`src/rtl/rnd_pkg.sv`:
```
// Shared widths and word type for the xoroshiro128+ generator and its output buffer.
package rnd_pkg;

  localparam int RND_W  = 64;
  localparam int WORD_W = 32;

  typedef logic [WORD_W-1:0] rnd_word_t;

endpackage

```
`src/rtl/rnd_word_fifo.sv`:
```
// Splits 64-bit PRNG results into two 32-bit words (low half first) and serves
// them through a first-word-fall-through FIFO, one word per cycle.
//
// Both ports use strict valid/ready: a transfer happens in a cycle where valid
// and ready are both 1 at the rising clock edge. Nothing is consumed otherwise.
// in_data is sampled only on a push. out_data is stable while out_valid is high
// and no pop happens.
module rnd_word_fifo
  import rnd_pkg::*;
#(
  parameter int DEPTH = 8
) (
  input  logic                     clk,
  input  logic                     reset,
  input  logic [RND_W-1:0]         in_data,
  input  logic                     in_valid,
  output logic                     in_ready,
  output logic [WORD_W-1:0]        out_data,
  output logic                     out_valid,
  input  logic                     out_ready,
  output logic [$clog2(DEPTH):0]   count
);

  localparam int AW = $clog2(DEPTH);
  localparam int CW = AW + 1;
  localparam logic [CW-1:0] PUSH_MAX = CW'(DEPTH - 2);

  rnd_word_t     mem [DEPTH];
  logic [AW-1:0] wptr;
  logic [AW-1:0] rptr;
  logic [CW-1:0] count_q;
  logic          push;
  logic          pop;

  // A push needs room for both halves; only the registered count is used, so
  // out_ready never reaches in_ready combinationally.
  assign in_ready  = !reset && (count_q <= PUSH_MAX);
  assign out_valid = (count_q != '0);
  assign out_data  = mem[rptr];
  assign count     = count_q;

  assign push = in_valid && in_ready;
  assign pop  = out_valid && out_ready;

  always_ff @(posedge clk) begin
    if (push) begin
      mem[wptr]           <= in_data[WORD_W-1:0];
      mem[wptr + AW'(1)]  <= in_data[RND_W-1:WORD_W];
    end
  end

  always_ff @(posedge clk) begin
    if (reset) begin
      wptr    <= '0;
      rptr    <= '0;
      count_q <= '0;
    end else begin
      if (push) wptr <= wptr + AW'(2);
      if (pop)  rptr <= rptr + AW'(1);
      case ({push, pop})
        2'b10:   count_q <= count_q + CW'(2);
        2'b01:   count_q <= count_q - CW'(1);
        2'b11:   count_q <= count_q + CW'(1);
        default: count_q <= count_q;
      endcase
    end
  end

endmodule

```
`config.mk`:
```
export PLATFORM = sky130hd
export DESIGN_NAME = rnd_word_fifo
export DESIGN_NICKNAME = d
export VERILOG_FILES = /design/src/rtl/rnd_pkg.sv /design/src/rtl/rnd_word_fifo.sv
export SDC_FILE = /design/constraint.sdc
export NUM_CORES = 1
export LEC_CHECK = 0
export ABC_AREA = 1
export CAP_MARGIN = 10
export CORE_ASPECT_RATIO = 1.1
export CORE_UTILIZATION = 50
export CTS_BUF_LIST = sky130_fd_sc_hd__clkbuf_16
export DETAILED_ROUTE_END_ITERATION = 8
export DONT_BUFFER_PORTS = 1
export PLACE_DENSITY = 0.73
export SKIP_LAST_GASP = 1
export SLEW_MARGIN = 20
export SYNTH_ARGS = -nofsm -noshare
export SYNTH_HDL_FRONTEND = slang
export SYNTH_SLANG_ARGS = --single-unit
```
`constraint.sdc`:
```
create_clock -name clk -period 8.5 [get_ports clk]
set_clock_uncertainty 0.1 [all_clocks]
set_input_delay 0.85 -clock clk [delete_from_list [all_inputs] [get_ports clk]]
set_output_delay 0.85 -clock clk [all_outputs]
set_load 0.03 [all_outputs]
```
## Yosys cells after proc, flatten, opt, wreduce, memory -nomap -nowiden

Memories as Yosys holds them, arrays and structs flattened. A register that Yosys moved wholly into a read port is not among the register bits.
Index checks and enable logic that the tools add are counted.

| word-level totals | value |
|---|---|
| output and inout bits | 38 |
| memories kept | 1 |
| register bits | 10 |
| memory bits (writable) | 256 |

| operators by class | value |
|---|---|
| reductions and logical operators | 6 |
| magnitude comparators | 1 |
| eq/ne operators | 3 |
| $add $sub $neg | 6 |
| mux-type cells | 5 |

Memory list:

| name | words | width | rd ports | clocked after Yosys merged registers in | write ports | line | source |
|---|---|---|---|---|---|---|---|
| mem | 8 | 32 | 1 | 1 | 2 | rnd_word_fifo.sv:28 | `rnd_word_t mem [DEPTH];` |

Operators by type and width:

| kind | count |
|---|---|
| $pmux W4 S3 | 1 |
| $add A3 B1 Y3 const B | 2 |
| $mux W3 | 2 |
| $add A4 B1 Y4 const B | 1 |
| $add A4 B2 Y4 const B | 1 |
| $eq A2 B2 Y1 const B | 2 |
| $le A4 B3 Y1 const B | 1 |
| $reduce_bool A4 Y1 | 1 |
| $sub A4 B1 Y4 const B | 1 |
| $add A3 B2 Y3 const B | 1 |
| $logic_and A1 B1 Y1 | 3 |
| $reduce_bool A3 Y1 | 1 |
| $eq A2 B1 Y1 const B | 1 |
| $mux W1 | 2 |
| $logic_not A1 Y1 | 1 |

## Logic depth before layout (Yosys ltp)

Gate-level depths: netlist of run 1.

| depth | value |
|---|---|
| depth in word-level cells | 5 |
| gate-level depth with buffers | 13 |
| gate-level depth less buffers | 13 |

## Least setup slack after synthesis of run 1

OpenSTA, ideal clock, no wires.

| timing path | value |
|---|---|
| path type | input to register |
| start point | input reset |
| end point | memory mem[0][0] in the netlist's numbering (enable) |
| cell stages on the path | 4 |
| arrival time | 4.043 ns |
| buffers on the path | 1 |
| required time | 7.914 ns |
| setup slack | 3.871 ns |
| cells stage by stage | inv_1 nand4_1 buf_2 nor2_1 |

RTL lines:

| what | line | source |
|---|---|---|
| start, declared | rnd_word_fifo.sv:14 | `input logic reset,` |
| end, declared | rnd_word_fifo.sv:28 |  |

==> results by group, run 1 <==
Global route
  • GRT Overall Usage: 0.1910
  • Vias in the first global route: 6047
  • First-pass GRT wire length: approximately 32000 µm
  • Initial antenna violation count: 0
  • GRT overflow: 0
  • Largest net degree at the start of global routing: 97

STA
  • Peak Freq: 229.6 MHz
  • Final hold violation count: 0
  • Minimum clock period: 4.356 ns
  • Final Setup Violations: 0
  • Worst Tran Pin Value: 0.9968 ns
  • Fin crit share: 0.5125
  • Final worst slack: 4.144 ns
  • RSZ-0062 raised after global routing: no
  • Max Slew Vio Count: 0
  • Slew HR: 0.3339
  • Setup TNS Final: 0 ns

Critical path
  • Worst path required time: 7.55 ns
  • Crit-path cells: clkinv_2, buf_4, nor2_1, o21ai_0, a21oi_1, a31oi_1
  • Slowest stage cell, crit path: buf_4
  • Worst path max stage delay: 0.78 ns
  • Crit path DAT: 3.41 ns
  • CP Max Fanout: 96
  • CP Capture Type: output port
  • WP buf/inv: 2
  • Crit-path leading delay family: buffers and inverters
  • Worst Setup Start Kind: register
  • Worst Setup Path Type: reg -> out

Floorplanning
  • Core area: roughly 21000 µm²
  • Die Y: 155.1 µm
  • Row cnt: 55
  • Chip width: ~140 µm
  • # IOs: 106
  • Die area: 21900 µm²
  • Initial Util: 0.5143

Power
  • Pleak: slightly below 4 nW
  • Peak supply drop: 0.1826 mV
  • PD cells: 316.5 nW/µm²

Status
  • Status: completed

Drt
  • Residual DRC count: 0
  • Routed vias: 6173
  • Initial drt markers: slightly above 400
  • Wirelength, routed: 20780 µm
  • Drt pass-1 iters: 5
  • WL/cell: between 15 and 20 µm
  • Avg Vias per Cell: about 5.5
  • Antenna viol nets, final: 0

Placement
  • Port Buffer Count: 0
  • Post-place setup slack: 4.560 ns
  • HPWL after detailed placement: ~11000 µm
  • Placed cells: 1086
  • Placer Congestion: around 0.75
  • Area post-placement: 10790 µm²

Synth
  • Post-Syn Area per Cell: 12.68 µm²
  • Syn_nets: a little over 900
  • Synth warn: 0
  • Synth Instances: 840
  • Sequential area share after synthesis: 0.7441
  • Netlist cell types: 25
  • Area of the mapped netlist: 10650 µm²
  • Yosys reg bits: around 270

CTS
  • CTS tree: built
  • Hold_buf cts: 0
  • CTS Buf Count: 26
  • H-tree level count: 1
  • Sink Count: between 200 and 300
  • Max Buffers Root-to-Sink: 3
  • Root Buffer: clkbuf_16
  • Post-CTS setup buffer count: 0
  • CTS resizes: 0
  • Clock Latency Late Sink: 0.50 ns
  • Reg clk slew, reported paths: 0.06 ns

Cells and area
  • Final #Nets: a little over 900
  • Antenna Cells: 0
  • Layout area overhead: 9.442%
  • Layout cells sized above 1: 0.06856
  • Post-layout util: 0.5629
  • Post-Layout Cell Count: 1131
  • Design Area, Final: 11660 µm²

Job
  • MaxCap Viol Count: 0

Hold path
  • Hold Path Class: in -> reg
==> power by group <==
part,leakage (nW),switching [mW],total (mW),internal [mW]
sequential,2.42,0.0912,1.63,1.54
clock,0.434,0.442,1.13,0.689
combinational,1.07,0.716,0.925,0.209
total,3.92,1.25,3.69,2.44
==> sequential cells by signal, indices dropped and copies added, names as in the netlist, named ones only <==
register / flops
mem: 256
wptr: 2
count: 4
rptr: 3
==> layout make-up <==
cell class | count | area (µm²)
multi-input cells | 509 | 2375
flip-flops and latches | 268 | 7934
inverters | 15 | 57.56
well taps | 285 | 356.6
clock buffers | 27 | 675.6
fillers | 1636 | 9054
repair buffers | 10 | 87.58
clock inverters | 17 | 173.9
==> cells in the mapped netlist (all sizes together) <==
library cell / instances / area share
nand3: 8 / 0.0042
nor2: 170 / 0.060
a31oi: 32 / 0.019
a21oi: 42 / 0.020
a211oi: 1 / 0.00070
dfxtp: 12 / 0.023
inv: 15 / 0.0053
clkbuf: 16 / 0.0056
nand2: 108 / 0.039
nand4: 1 / 0.00059
buf: 32 / 0.025
o21ai: 135 / 0.063
xnor2: 2 / 0.0016
fa: 1 / 0.0019
ha: 8 / 0.0094
edfxtp: 256 / 0.72
xor2: 1 / 0.00082
==> routing by layer <==
| layer | share of wire | GRT usage | vias to the layer above | wire, µm |
|---|---|---|---|---|
| met5 | 0 | 0 | - | 0 |
| li1 | - | - | 2985 | - |
| met1 | 0.39 | 0.2336 | 2976 | 8188 |
| met3 | 0.082 | 0.04740 | 24 | 1708 |
| met2 | 0.51 | 0.3355 | 188 | 10590 |
| met4 | 0.014 | 0.05487 | 0 | 292 |
==> cells in the final DEF, fill, tap and decap left out, types with 2 or more instances in the layout <==
master / n
edfxtp_1: 256
dfxtp_1: 9
clkinv_1: 5
dfxtp_2: 2
clkinv_2: 5
xnor2_1: 2
o21ai_0: 123
inv_2: 2
nor2_1: 166
nor2_4: 4
o21ai_1: 12
ha_1: 8
buf_4: 9
nand2_1: 106
clkbuf_16: 27
nand3_1: 7
inv_1: 16
a21oi_1: 42
a31oi_1: 32
bufinv_16: 4
==> worst paths after layout <==
check             startpoint            to  slack [ns]  cells past startpoint
setup / recovery    register  out_data[31]        4.14                      6
hold / removal         reset      count[3]        0.31                      1
setup reg to reg    count[0]    mem[2][21]        5.11                      4
hold reg to reg      rptr[2]      register        0.37                      2
==> logic make-up after synthesis <==
| group | count (synthesis) | share of synthesized area |
|---|---|---|
| AND/OR/NAND/NOR | 287 | 0.1037 |
| AO/OA/AOI/OAI | 210 | 0.1026 |
| XOR/XNOR | 3 | 0.002467 |
| adder cells (fa/ha/maj) | 9 | 0.01127 |
| flip-flops | 268 | 0.7441 |
| buffers and inverters | 63 | 0.03582 |
==> metrics by stage <==
stage | total power [mW] | hold slack (ns)
finish | 3.691 | 0.3074
global route | 3.874 | 0.2942
CTS | 3.723 | 0.2847
detailed placement | 2.589 | 0.3580
global placement | 2.569 | 0.3415
floorplan | 2.455 | 0.3331
No activity file was read; power rests on OpenSTA's default activity.
==> run 2: changes to the inputs <==
==> constraint.sdc (replaced) <==
create_clock -name clk -period 4.2 [get_ports clk]
set_clock_uncertainty 0.1 [all_clocks]
set_input_delay 0.42 -clock clk [delete_from_list [all_inputs] [get_ports clk]]
set_output_delay 0.42 -clock clk [all_outputs]
set_load 0.03 [all_outputs]
==> run 2 against run 1 <==
Effect of this change:
- core utilization grew 4.1 points
- final area grew 7.3%
- first-iteration DRC count shrank 6.7%
- sequential power grew 100%
- total power grew 110%
- global-route usage grew 0.44 points
- routed wire length grew 1.2%
- final cell count grew 6.5%
- critical path depth is the same
- hold slack lost 0.22 ns
- clock power grew 130%
- critical path type unchanged
- highest routed layer unchanged
==> results by group, run 2 (synthesis results as in run 1) <==
Floorplanning
  • # IOs: 106 (unchanged)
  • Core area: 20710 µm² (unchanged)
  • Die area: 21900 µm² (unchanged)
  • Initial Util: 0.5143 (unchanged)
  • Row cnt: 55 (unchanged)
  • Chip width: 141.2 µm (unchanged)
  • Die Y: 155.1 µm (unchanged)

Critical path
  • CP Capture Type: output port
  • CP Max Fanout: 83 (-14%)
  • Worst Setup Path Type: reg -> out
  • Worst path required time: 3.68 ns (-3.87 ns)
  • Crit path DAT: 2.81 ns (-0.60 ns)
  • Worst Setup Start Kind: register

Cells and area
  • Final #Nets: 976 (+7.6%)
  • Commonest non-fill, non-tap cell in the layout: edfxtp_1
  • Max FFs per register: 256 (unchanged)
  • Most frequent cells in the layout: edfxtp_1, nor2_1, o21ai_0
  • # fillers: 1546 (-5.5%)
  • Layout area overhead: 17.42%
  • Layout cells sized above 1: 0.07073 (+0.002171)
  • Reg with most FFs: mem
  • Post-layout util: 0.6039 (+0.04101)

CTS
  • Post-CTS setup buffer count: 0 (unchanged)
  • CTS resizes: 0 (unchanged)
  • Hold_buf cts: 66 (+66)
  • H-tree level count: 1 (unchanged)
  • Root Buffer: clkbuf_16
  • Clock Latency Late Sink: 0.51 ns (about the same)
  • Max Buffers Root-to-Sink: 3 (unchanged)
  • Sink Count: 268 (unchanged)
  • CTS tree: built
  • CTS Buf Count: 26 (unchanged)
  • Reg clk slew, reported paths: 0.06 ns (about the same)

STA
  • Fin Hold WS: 0.08870 ns (-0.2187 ns)
  • Worst Tran Pin Value: 0.9268 ns (-0.06999 ns)
  • Fin crit share: 0.7939
  • Max Slew Vio Count: 0 (unchanged)
  • Final hold violation count: 0 (unchanged)
  • Minimum clock period: 3.334 ns
  • RSZ-0062 raised after global routing: no
  • Final Setup Violations: 0 (unchanged)
  • Slew HR: 0.3821 (+0.04824)
  • Peak Freq: 299.9 MHz

Power
  • Pleak: 4.277 nW (+9.0%)
  • Peak supply drop: 0.4287 mV (+130%)
  • PD cells: 628.5 nW/µm² (+99%)
  • Final Power: 7.862 mW (+110%)

Global route
  • Largest net degree at the start of global routing: 84 (-13%)
  • Initial antenna violation count: 1 (+1)
  • First-pass GRT wire length: 33080 µm (+3.1%)
  • GRT Overall Usage: 0.1954 (+0.004405)
  • Vias in the first global route: 6232 (+3.1%)
  • GRT overflow: 0 (unchanged)

Job
  • MaxCap Viol Count: 0 (unchanged)

Placement
  • Port Buffer Count: 0 (unchanged)
  • HPWL after detailed placement: 11360 µm (+1.6%)
  • Placer Congestion: 0.7332 (-2.3%)

Drt
  • Wirelength, routed: 21030 µm (+1.2%)
  • Initial drt markers: 377 (-6.7%)
  • Residual DRC count: 0 (unchanged)
  • Drt pass-1 iters: 7 (+2)
  • Avg Vias per Cell: 5.359 (-1.8%)
  • Antenna viol nets, final: 0 (unchanged)
  • Routed vias: 6458 (+4.6%)
  • WL/cell: 17.45 µm (-5.0%)

Hold path
  • Hold Path Class: in -> reg

Status
  • Status: completed
[run 2: cell types whose count changed in the layout (fill, tap and decap cells not counted), sizes merged]
cell / before / now
inv: 18 / 19
buf: 10 / 13
clkinv: 10 / 8
dlygate4sd3: 0 / 66
bufinv: 4 / 8
diode: 0 / 1
clkinvlp: 0 / 1
[run 2: report_power, final]
group | switching [mW] | leakage [nW] | internal [mW]
Combinational | 1.53 | 1.37 | 0.493
Clock | 0.927 | 0.487 | 1.65
Sequential | 0.145 | 2.42 | 3.12
[run 2: routing by layer]
layer  vias to the layer above  wire, µm  track usage
met1                      3120      8778       0.2522
met5                         -         0            0
met2                       171     10570       0.3399
li1                       3132         -            -
met4                         0       301      0.04865
met3                        35      1376      0.03817
[run 2: layout make-up]
class	count	area [µm²]	area share
multi-input cells	509	2375	0.1898
flip-flops and latches	268	7934	0.6342
repair buffers	79	808.3	0.06461
well taps	285	356.6	0.02851
diodes	1	2.502	0.0002000
inverters	15	57.56	0.004601
clock inverters	21	300.3	0.02400
clock buffers	27	675.6	0.05401
[run 2: stage by stage]
step | instance area [µm²] | setup WS, ns | setup TNS, ns | std cells
3_3_place_gp | 10870 | 1.389 | 0 | 1090
6_report | 12510 | 0.8655 | 0 | 1205
5_1_grt | 12510 | 0.6724 | 0 | 1204
4_1_cts | 12510 | 0.7991 | 0 | 1204
3_5_place_dp | 10870 | 1.357 | 0 | 1090
2_1_floorplan | 10650 | -0.03518 | -9.006 | 840
[run 2: critical path: stages (launching register included)]
cell and delay [ns]:
dfxtp_4 0.43, clkinv_2 0.48, buf_12 0.39, nor2_1 0.08, o21ai_0 0.19, a21oi_1 0.06
a31oi_1 0.64
[run 2: path summary, 6_finish.rpt]
kind                               start           to  slack, ns  cells after the start
worst max register to register  count[1]     count[3]       1.57                     12
worst min register to register   rptr[2]     register       0.37                      2
worst min-delay path               reset     register       0.09                      3
worst max-delay path            register  out_data[0]       0.87                      6
==> run 3: changes to the inputs <==
==> constraint.sdc (replaced) <==
create_clock -name clk -period 3.2 [get_ports clk]
set_clock_uncertainty 0.1 [all_clocks]
set_input_delay 0.32 -clock clk [delete_from_list [all_inputs] [get_ports clk]]
set_output_delay 0.32 -clock clk [all_outputs]
set_load 0.03 [all_outputs]
==> run 3 against run 2 <==
Effect of this change:
- via count up 3.6%
- global-route usage up 1.2 points
- hold slack better by 0.18 ns
- first-iteration DRC count up 3.4%
- routed wire length up 6.3%
- core utilization up 0.34 points
- sequential share of layout area down 0.35 points
- clock power up 14%
- setup slack worse by 0.67 ns
- critical endpoint is now out_data[1]
- largest cell class unchanged
==> results by group, run 3 (synthesis results as in run 1) <==
Status
  • Status: completed

CTS
  • H-tree level count: 1 (unchanged)
  • CTS resizes: 0 (unchanged)
  • Sink Count: 268 (unchanged)
  • Post-CTS setup buffer count: 0 (unchanged)
  • CTS tree: built
  • Root Buffer: clkbuf_16
  • Reg clk slew, reported paths: 0.07 ns (about the same)
  • Clock Latency Late Sink: 0.50 ns (about the same)
  • CTS Buf Count: 25 (-3.8%)
  • Max Buffers Root-to-Sink: 3 (unchanged)
  • Hold_buf cts: 66 (unchanged)

Hold path
  • Hold endpoint: count[1]
  • Hold depth: 4 (+1)
  • Hold_sp: in_valid
  • Hold Path Class: in -> reg

Power
  • PD cells: 811.7 nW/µm² (+29%)
  • Pleak: 4.365 nW (+2.1%)
  • Peak supply drop: 0.5707 mV (+33%)

Global route
  • Largest net degree at the start of global routing: 85 (+1.2%)
  • Initial antenna violation count: 1 (unchanged)
  • First-pass GRT wire length: 35070 µm (+6.0%)
  • Met3 GRT Util: 0.03509 (-0.003078)
  • Routing usage on met2: 0.3713 (+0.03135)
  • GRT Overall Usage: 0.2070 (+0.01159)
  • GRT Max-Usage Layer: met2
  • GRT overflow: 0 (unchanged)
  • Vias in the first global route: 6847 (+9.9%)
  • Met1 Use GR: 0.2531 (+0.0008533)

Critical path
  • CP Max Fanout: 64 (-23%)
  • Worst Setup Start Kind: register
  • Crit path DAT: 2.58 ns (-0.23 ns)
  • FF-to-FF End: count[3]
  • Worst Setup Path Type: reg -> out
  • CP Capture Type: output port
  • Worst path required time: 2.78 ns (-0.90 ns)
  • Worst Reg-to-Reg Cells: 12 (unchanged)
  • R2R Setup Slk: 0.53 ns (-1.04 ns)
  • R2R Path Start: count[1]

Drt
  • Wirelength, routed: 22360 µm (+6.3%)
  • Drt pass-1 iters: 4 (-3)
  • Routed vias: 6690 (+3.6%)
  • WL/cell: 18.16 µm (+4.1%)
  • Initial drt markers: 390 (+3.4%)
  • Residual DRC count: 0 (unchanged)
  • Antenna viol nets, final: 0 (unchanged)
  • Avg Vias per Cell: 5.435 (+1.4%)

Floorplanning
  • Chip width: 141.2 µm (unchanged)
  • Die Y: 155.1 µm (unchanged)
  • Core area: 20710 µm² (unchanged)
  • # IOs: 106 (unchanged)
  • Row cnt: 55 (unchanged)
  • Die area: 21900 µm² (unchanged)
  • Initial Util: 0.5143 (unchanged)

STA
  • Peak Freq: ~330 MHz
  • Slew HR: 0.3495 (-0.03260)
  • Final worst slack: 0.1995 ns (-0.6660 ns)
  • Final hold violation count: 0 (unchanged)
  • Fin Hold WS: 0.2664 ns (+0.1777 ns)
  • RSZ-0062 raised after global routing: no
  • Worst Tran Pin Value: 0.9743 ns (+0.04748 ns)
  • Final Setup Violations: 0 (unchanged)
  • Minimum clock period: 3.000 ns
  • Max Slew Vio Count: 0 (unchanged)
  • Fin crit share: 0.9376

Cells and area
  • Commonest non-fill, non-tap cell in the layout: edfxtp_1
  • Most frequent cells in the layout: edfxtp_1, nor2_1, o21ai_0
  • Max FFs per register: 256 (unchanged)
  • Layout area overhead: 18.07%
  • Design Area, Final: 12580 µm² (+0.56%)
  • Reg with most FFs: mem
  • Post-Layout Cell Count: 1231 (+2.2%)
  • Layout cells sized above 1: 0.09735 (+0.02663)
  • Final #Nets: 1006 (+3.1%)

Placement
  • Placed cells: 1121 (+2.8%)
  • Port Buffer Count: 0 (unchanged)
  • Placer Congestion: 0.7811 (+6.5%)
  • Post-place setup slack: 0.6023 ns (-0.7550 ns)
  • HPWL after detailed placement: 11960 µm (+5.3%)
  • Area post-placement: 11100 µm² (+2.1%)

Job
  • MaxCap Viol Count: 0 (unchanged)
-- run 3: cell count changes in the layout (fill, tap and decap cells not counted), moves of 2 or more --
| cell | before | now |
|---|---|---|
| inv_1 | 16 | 18 |
| bufinv_16 | 8 | 4 |
| clkinv_1 | 5 | 2 |
| clkbuf_16 | 27 | 25 |
| buf_4 | 9 | 40 |
| clkinv_2 | 3 | 5 |
-- run 3: routing by layer --
layer,vias to the layer above,part of all wire,wire [µm]
met5,-,0,0
met4,0,0.020,436
met3,35,0.049,1094
met2,186,0.52,11670
met1,3282,0.41,9158
li1,3187,-,-
-- run 3: how the worst max path moves through the flow --
| stage | end | cells past startpoint |
|---|---|---|
| floorplan | mem[0][0] | 4 |
| global placement | count[3] | 12 |
| detailed placement | count[3] | 12 |
| CTS | out_data[29] | 5 |
| global route | out_data[1] | 5 |
| finish | out_data[1] | 5 |
-- run 3: metrics by stage --
stage	total power, mW	util	TNS (ns)
5_1_grt	10.70	0.6072	0
3_5_place_dp	7.232	0.5360	0
4_1_cts	10.25	0.6072	0
3_3_place_gp	7.177	0.5360	0
2_1_floorplan	6.520	-	-265.01
6_report	10.21	0.6073	0
-- run 3: power by group --
group	switching [mW]	internal [mW]
Sequential	0.223	4.09
Combinational	2.05	0.903
Clock	1.20	1.74
-- run 3: critical path, cell delays in order, from the launching register on --
cell and delay [ns]:
dfxtp_2 0.33, buf_4 0.60, o21ai_0 0.20, o21ai_0 0.22, a21oi_1 0.06, a31oi_1 0.65
-- run 3: cell type report --
type                       instances  area, µm²
multi-input combinational        509       2375
timing repair buffer             110       1041
inverter                          15      57.56
fill                            1578       8134
tap                              285      356.6
clock inverter                    18      187.7
sequential                       268       7934
antenna                            1      2.502
clock buffer                      25      625.6
